**config.mk**
```make
export PLATFORM = sky130hd
export DESIGN_NAME = unsigned_multiplier
export DESIGN_NICKNAME = d
export VERILOG_FILES = /design/src/rtl/multiplier_pkg.sv /design/src/rtl/adder_tree_level.sv /design/src/rtl/unsigned_multiplier.sv
export SDC_FILE = /design/constraint.sdc
export NUM_CORES = 2
export LEC_CHECK = 0
export ABC_CLOCK_PERIOD_IN_PS = 3800
export CAP_MARGIN = 10
export CORE_UTILIZATION = 60
export DETAILED_ROUTE_END_ITERATION = 7
export PLACE_DENSITY_LB_ADDON = 0.2
export SLEW_MARGIN = 20
export SYNTH_ARGS = -nofsm -noshare
export SYNTH_HDL_FRONTEND = slang
export SYNTH_SLANG_ARGS = --single-unit
```
**constraint.sdc**
```tcl
create_clock -name clk -period 3.8 [get_ports clk]
set_input_delay 0.76 -clock clk [delete_from_list [all_inputs] [get_ports clk]]
set_output_delay 0.76 -clock clk [all_outputs]
set_load 0.1 [all_outputs]
```
**src/rtl/multiplier_pkg.sv**
```systemverilog
// multiplier_pkg: latency and adder-tree geometry helpers shared by the multiplier and its benches.
package multiplier_pkg;
  function automatic int clog2(input int n);
    int r;
    r = 0;
    while ((1 << r) < n) r++;
    return r;
  endfunction
  function automatic int mul_latency(input int n);
    return 2 + $clog2(n);
  endfunction
  // Term count entering tree level l: each level halves, rounding up for the odd pass-through.
  function automatic int tree_terms(input int n, input int l);
    int c;
    c = n;
    for (int i = 0; i < l; i++) c = (c + 1) / 2;
    return c;
  endfunction
  function automatic int tree_offset(input int n, input int l, input int w);
    int o;
    o = 0;
    for (int i = 0; i < l; i++) o += tree_terms(n, i) * w;
    return o;
  endfunction
endpackage

```
**src/rtl/adder_tree_level.sv**
```systemverilog
// adder_tree_level: registered pairwise add of M W-bit terms; an odd last term passes through.
module adder_tree_level #(
  parameter int M = 2,
  parameter int W = 8
) (
  input  logic                     clk,
  input  logic                     rstn,
  input  logic [M*W-1:0]           d,
  output logic [((M+1)/2)*W-1:0]   q
);
  localparam int O = (M + 1) / 2;
  localparam int DW = 2 * O * W;
  logic [DW-1:0] dx;
  logic [O*W-1:0] nxt;
  // Zero-padding to an even count turns the odd pass-through into an add with zero.
  assign dx = DW'(d);
  always_comb begin
    nxt = '0;
    for (int i = 0; i < O; i++) nxt[i*W +: W] = dx[2*i*W +: W] + dx[(2*i+1)*W +: W];
  end
  always_ff @(posedge clk or negedge rstn)
    if (!rstn) q <= '0;
    else q <= nxt;
endmodule

```
**src/rtl/unsigned_multiplier.sv**
```systemverilog
// unsigned_multiplier: fully pipelined N x N -> 2N unsigned multiplier, one product per cycle,
// latency 2 + ceil(log2 N): input register, partial-product register, then a registered adder tree.
module unsigned_multiplier import multiplier_pkg::*; #(
  parameter int BITWIDTH_INPUT = 32
) (
  input  logic                          clk,
  input  logic                          rstn,
  input  logic [BITWIDTH_INPUT-1:0]     a,
  input  logic [BITWIDTH_INPUT-1:0]     b,
  output logic [2*BITWIDTH_INPUT-1:0]   q
);
  localparam int N = BITWIDTH_INPUT;
  localparam int W = 2 * N;
  localparam int LATENCY = mul_latency(N);
  localparam int DEPTH = LATENCY - 2;
  localparam int TOTAL = tree_offset(N, DEPTH + 1, W);
  logic [N-1:0] a_r, b_r;
  logic [N*W-1:0] pp;
  wire [TOTAL-1:0] bus;
  always_ff @(posedge clk or negedge rstn)
    if (!rstn) begin
      a_r <= '0;
      b_r <= '0;
    end else begin
      a_r <= a;
      b_r <= b;
    end
  always_ff @(posedge clk or negedge rstn)
    if (!rstn) pp <= '0;
    else for (int i = 0; i < N; i++) pp[i*W +: W] <= b_r[i] ? (W'(a_r) << i) : '0;
  // bus holds every level back to back: pp terms first, the single final sum last.
  assign bus[N*W-1:0] = pp;
  for (genvar l = 0; l < DEPTH; l++) begin : g_tree
    localparam int M = tree_terms(N, l);
    adder_tree_level #(.M(M), .W(W)) u_level (
      .clk  (clk),
      .rstn (rstn),
      .d    (bus[tree_offset(N, l, W) +: M*W]),
      .q    (bus[tree_offset(N, l + 1, W) +: ((M+1)/2)*W])
    );
  end
  assign q = bus[tree_offset(N, DEPTH, W) +: W];
endmodule

```
# Word level (Yosys, flattened, before mapping)

Cells that the tools add are included.

Register bits after elaboration: 4096
Bits of input ports: 66
Output and inout bits: 64
Logic and storage cells: 71

Add/sub/neg operators: 31
Multiplexer cells: 32

Operators with widths:

| kind            | number |
|---|---|
| $add 64x64->64  | 31 |
| $mux 63         | 1 |
| $mux 62         | 1 |
| $mux 61         | 1 |
| $mux 60         | 1 |
| $mux 59         | 1 |
| $mux 58         | 1 |
| $mux 57         | 1 |
| $mux 56         | 1 |
| $mux 55         | 1 |
| $mux 54         | 1 |
| $mux 53         | 1 |
| $mux 52         | 1 |
| $mux 51         | 1 |
| $mux 50         | 1 |
| $mux 49         | 1 |
| $mux 48         | 1 |
| $mux 47         | 1 |
| $mux 46         | 1 |
| $mux 45         | 1 |
| $mux 44         | 1 |
| $mux 43         | 1 |
| $mux 42         | 1 |
| $mux 41         | 1 |
| 9 further kinds | 9 |

# Longest topological paths before layout

Word-level depth: 1
Gate-level depth with buffers: 14

# By module

Synthesis repeated with hierarchy kept, for this count alone.

Cells, all modules: 20562
Area total of the unflattened synthesis: 195098.4 um^2

Modules (own cells, without submodules):

| module                                | instances | cells an instance | area an instance (um^2) | seq. area each (um^2) |
|---|---|---|---|---|
| adder_tree_level at g_tree[0].u_level | 1         | 9246              | 82046.2                 | 25624.6 |
| adder_tree_level at g_tree[1].u_level | 1         | 4813              | 41756.3                 | 12812.3 |
| unsigned_multiplier                   | 1         | 2305              | 34630.7                 | 27226.1 |
| adder_tree_level at g_tree[2].u_level | 1         | 2357              | 20759.9                 | 6406.1 |
| adder_tree_level at g_tree[3].u_level | 1         | 1212              | 10563.9                 | 3203.1 |
| adder_tree_level at g_tree[4].u_level | 1         | 629               | 5341.4                  | 1601.5 |

# Worst setup path after synthesis

Ideal clock, no wire load.

Path type: register -> register
From: register pp[521]
To: register g_tree[0].u_level.q[297]
Data arrival time: 3001 ps
Slack: 680 ps
Stages on the path, launching flop included: 14
Clock period less this slack: 3120 ps
Path through: dfrtp_1 > ha_1 > fa_1 > a21o_1 > a21o_1 > a21oi_1 > o21ai_0 > a211oi_1 > a21oi_1 > a31oi_1 > o31ai_1 > o21a_1 > o21a_1 > o21a_1

Longest elaborated chain between the ends: 1

RTL lines:

| what                           | line                      | source |
|---|---|---|
| start, declared                | unsigned_multiplier.sv:18 | `logic [N*W-1:0] pp;` |
| start signal, assigned         | unsigned_multiplier.sv:29 | `if (!rstn) pp <= '0;` |
| $add 64x64->64                 | adder_tree_level.sv:19    | `for (int i = 0; i < O; i++) nxt[i*W +: W] = dx[2*i*W +: W] + dx[(2*i+1)*W +: W];` |
| net g_tree[0].u_level.nxt[297] | adder_tree_level.sv:14    | `logic [O*W-1:0] nxt;` |
| end signal, assigned           | adder_tree_level.sv:23    | `else q <= nxt;` |
| end, declared                  | adder_tree_level.sv:9     | `output logic [((M+1)/2)*W-1:0] q` |

The timed path passes the listed nets, and every way through them passes these cells.

# Worst setup path in the final report

From: register pp[261]
To: register g_tree[0].u_level.q[165]

Same word-level chain as after synthesis.

==> impl_metrics.env <==
export IMPL_vias=76170
export IMPL_syn_area_mm2=0.1119
export IMPL_drc=0
export IMPL_clock_sinks=2256
export IMPL_crit_top_cell="a21oi_1"
export IMPL_setup_violations=0
export IMPL_antenna_left=0
export IMPL_drtPass1Iterations=8
export IMPL_grt_first_pass_wirelength_um=436100
export IMPL_grt_max_degree=139
export IMPL_synthesis_nets=11230
export IMPL_ys_ff_latch=2256
export IMPL_place_hpwl_um=203500
export IMPL_finalHoldViolCount=0
export IMPL_cts_htree_levels=4
export IMPL_synth_flop_cell="dfrtp_1"
export IMPL_start_util=0.6039
export IMPL_worstPathCellList="ha_1, fa_1, a21o_1, a21oi_1, o21bai_1, a2111oi_2, buf_4, o31ai_1, a31o_2, a31o_2, a21oi_1, o21ai_0, a21oi_1, nor2b_1"
export IMPL_crit_slowest_cell="a2111oi_2"
export IMPL_worstPathArrival_ps=4370
export IMPL_root_buffer="clkbuf_16"
export IMPL_slew_headroom=0.2466
export IMPL_worstSkewPairLatency_ps=880
export IMPL_die_area_mm2=0.1882
export IMPL_clkTransAtPathRegs_ps=60
export IMPL_outcome="finished, final reports clean"
export IMPL_area_delta_synth_final_pct=10.62
export IMPL_fin_nets=11380
export IMPL_final_cell_mix="dfrtp_1 (2253), and2_1 (1058), ha_1 (987), a21oi_1 (870), xnor2_1 (627)"
export IMPL_cts_tree="built"
export IMPL_power_density_mw_per_mm2=730.3
export IMPL_dp_cells=12540
export IMPL_initialDrtViolationCount=6092
export IMPL_fin_setup_tns_ps=0
export IMPL_synth_avg_cell_area_um2=11.03
export IMPL_synth_edff_count=0
export IMPL_cp_end_kind="flop"
export IMPL_maxSlewViolCount=0
export IMPL_die_y_um=433.8
export IMPL_port_buffers=129
export IMPL_period_share=0.9530
export IMPL_track_usage=0.3043
export IMPL_crit_type="reg -> reg"
export IMPL_numCtsBuffers=228
export IMPL_hp_class="in -> reg"
export IMPL_drt_total_wl_um=281500
export IMPL_grtUsageMet3=0.04101
export IMPL_grt_busiest_layer="met2"
export IMPL_cp_top_family="compound AO/OA/AOI/OAI gates"
export IMPL_cp_buffers_inverters=1
export IMPL_wl_per_cell_um=21.72
export IMPL_ioPinCount=130
export IMPL_met2_usage=0.4800
export IMPL_die_x_um=433.8
export IMPL_p_leak_nw=60.74
export IMPL_power_mw=90.36
export IMPL_max_cap_violations=0
export IMPL_std_cell_rows=158
export IMPL_yosysUniqueCellTypes=105
export IMPL_rsz0062_at_grt="no"
export IMPL_nFillCells=13840
export IMPL_max_slew_worst_pin_slew_ps=1127
export IMPL_gr_usage_met1=0.4293
export IMPL_finClkSkew_ps=27.56
export IMPL_layout_commonest_cell="dfrtp_1"
export IMPL_ys_warnings_count=0
export IMPL_via_per_inst=5.878
export IMPL_grt_pass1_vias=75960
export IMPL_overflow=0
export IMPL_fmax_mhz=276.1
export IMPL_core_area_mm2=0.1852
export IMPL_cp_slowest_stage_delay_ps=480
export IMPL_synth_cells=10140
export IMPL_cp_max_fo=3
export IMPL_cp_required_ps=4550
export IMPL_drive_gt1_frac=0.05929
export IMPL_finalNonFillerCells=12960
export IMPL_utilization=0.6680
export IMPL_routabilityCongestion=0.9574
export IMPL_async_flop_share=1.000
export IMPL_clockBufferDepth=3
export IMPL_antenna_found_initial=42
export IMPL_fin_crit_ps=3622
export IMPL_postCtsSetupBuffers=0
export IMPL_peakVddDrop_uv=731.0
export IMPL_ys_seq_area_frac=0.5047
export IMPL_setup_worst_path_start_class="flop"
per-stage QoR:
| step | hold slack (ps) | instance area, um^2 | setup slack (ps) |
|---|---|---|---|
| after floorplan | 331.2 | 111900 | 679.8 |
| after global placement | 331.5 | 116000 | 175.4 |
| after detailed placement | 334.7 | 116000 | 144.2 |
| after CTS | 254.2 | 123700 | 123.8 |
| after global routing | 285.1 | 123700 | 13.95 |
| final | 319.3 | 123700 | 178.5 |
where the power goes:
part	leakage [nW]	internal [mW]	switching, mW
Clock	3.78	13.5	9.35
Combinational	29.0	13.5	22.2
Sequential	28.0	28.8	2.98
state kept, by name, summed over array words and instances (netlist names):
| name | count |
|---|---|
| g_tree.u_level.q | 1168 |
| b_r | 32 |
| a_r | 32 |
| pp | 1024 |
synth_stat cells (24+ instances only):
cell / count / area (um^2)
dfrtp_1: 2256 / 56450
and2_1: 1058 / 6619
ha_1: 987 / 12350
a21oi_1: 870 / 4354
xnor2_1: 627 / 5492
a21o_1: 538 / 4039
nor2_1: 448 / 1682
nand2_1: 394 / 1479
o21ai_0: 392 / 1962
xor2_1: 301 / 2636
clkbuf_1: 265 / 994.7
inv_1: 255 / 957.2
nand3_1: 176 / 880.8
o21bai_1: 139 / 1044
nor2b_1: 121 / 757.0
nand2b_1: 119 / 744.5
o21a_1: 110 / 825.8
nor3_1: 104 / 520.5
and3_1: 95 / 594.3
nand4_1: 90 / 563.0
a31oi_1: 71 / 444.2
buf_4: 64 / 480.5
a211oi_1: 51 / 382.9
o31ai_1: 38 / 285.3
o21ai_1: 37 / 185.2
or2_2: 32 / 200.2
fa_1: 31 / 620.6
o211ai_1: 30 / 225.2
a211o_1: 26 / 227.7
a21boi_0: 26 / 195.2
or3_1: 25 / 156.4
a31o_2: 24 / 210.2
final timing paths:
path                                   startpoint                       end  slack (ps)  cells after the start
min in group asynchronous                    rstn   g_tree[4].u_level.q[22]         530                      2
min reg2reg                g_tree[2].u_level.q[2]    g_tree[3].u_level.q[2]         340                      0
max in group asynchronous                    rstn                   a_r[10]        1980                      3
max reg2reg                               pp[261]  g_tree[0].u_level.q[165]         180                     14
min                                         b[29]                   b_r[29]         320                      1
max                                       pp[261]  g_tree[0].u_level.q[165]         180                     14
cells by family after synthesis:
kind of cell | after synthesis | share of synthesized area
simple gates | 2732 | 0.1321
compound gates | 2619 | 0.1525
flops | 2256 | 0.5047
fa+ha+maj | 1018 | 0.1159
xor+xnor | 928 | 0.07266
buf+inv | 585 | 0.02179
mux | 5 | 0.0004474
cell type report:
cell class	instances	area [um^2]	area share
Multi-Input combinational cell	7302	52990	0.4283
Clock inverter	81	1067	0.008625
Clock buffer	329	6619	0.05349
Antenna cell	4	10.01	0.00008089
Sequential cell	2256	56460	0.4562
Timing Repair Buffer	251	2535	0.02049
Tap cell	2480	3103	0.02508
Inverter	255	957.2	0.007735
per-layer routing:
layer	vias up	wire, um
li1	35700	-
met1	37700	124700
met2	2247	128600
met3	514	16880
met4	4	11200
met5	-	27
what timing repair did:
item                                    4_1_cts  5_1_grt
endpoints found under the setup margin        0        6
resized for setup                             0        4
hold buffers                                  1        0
endpoints found under the hold margin        36        0
(Power assumes the default switching activity.)
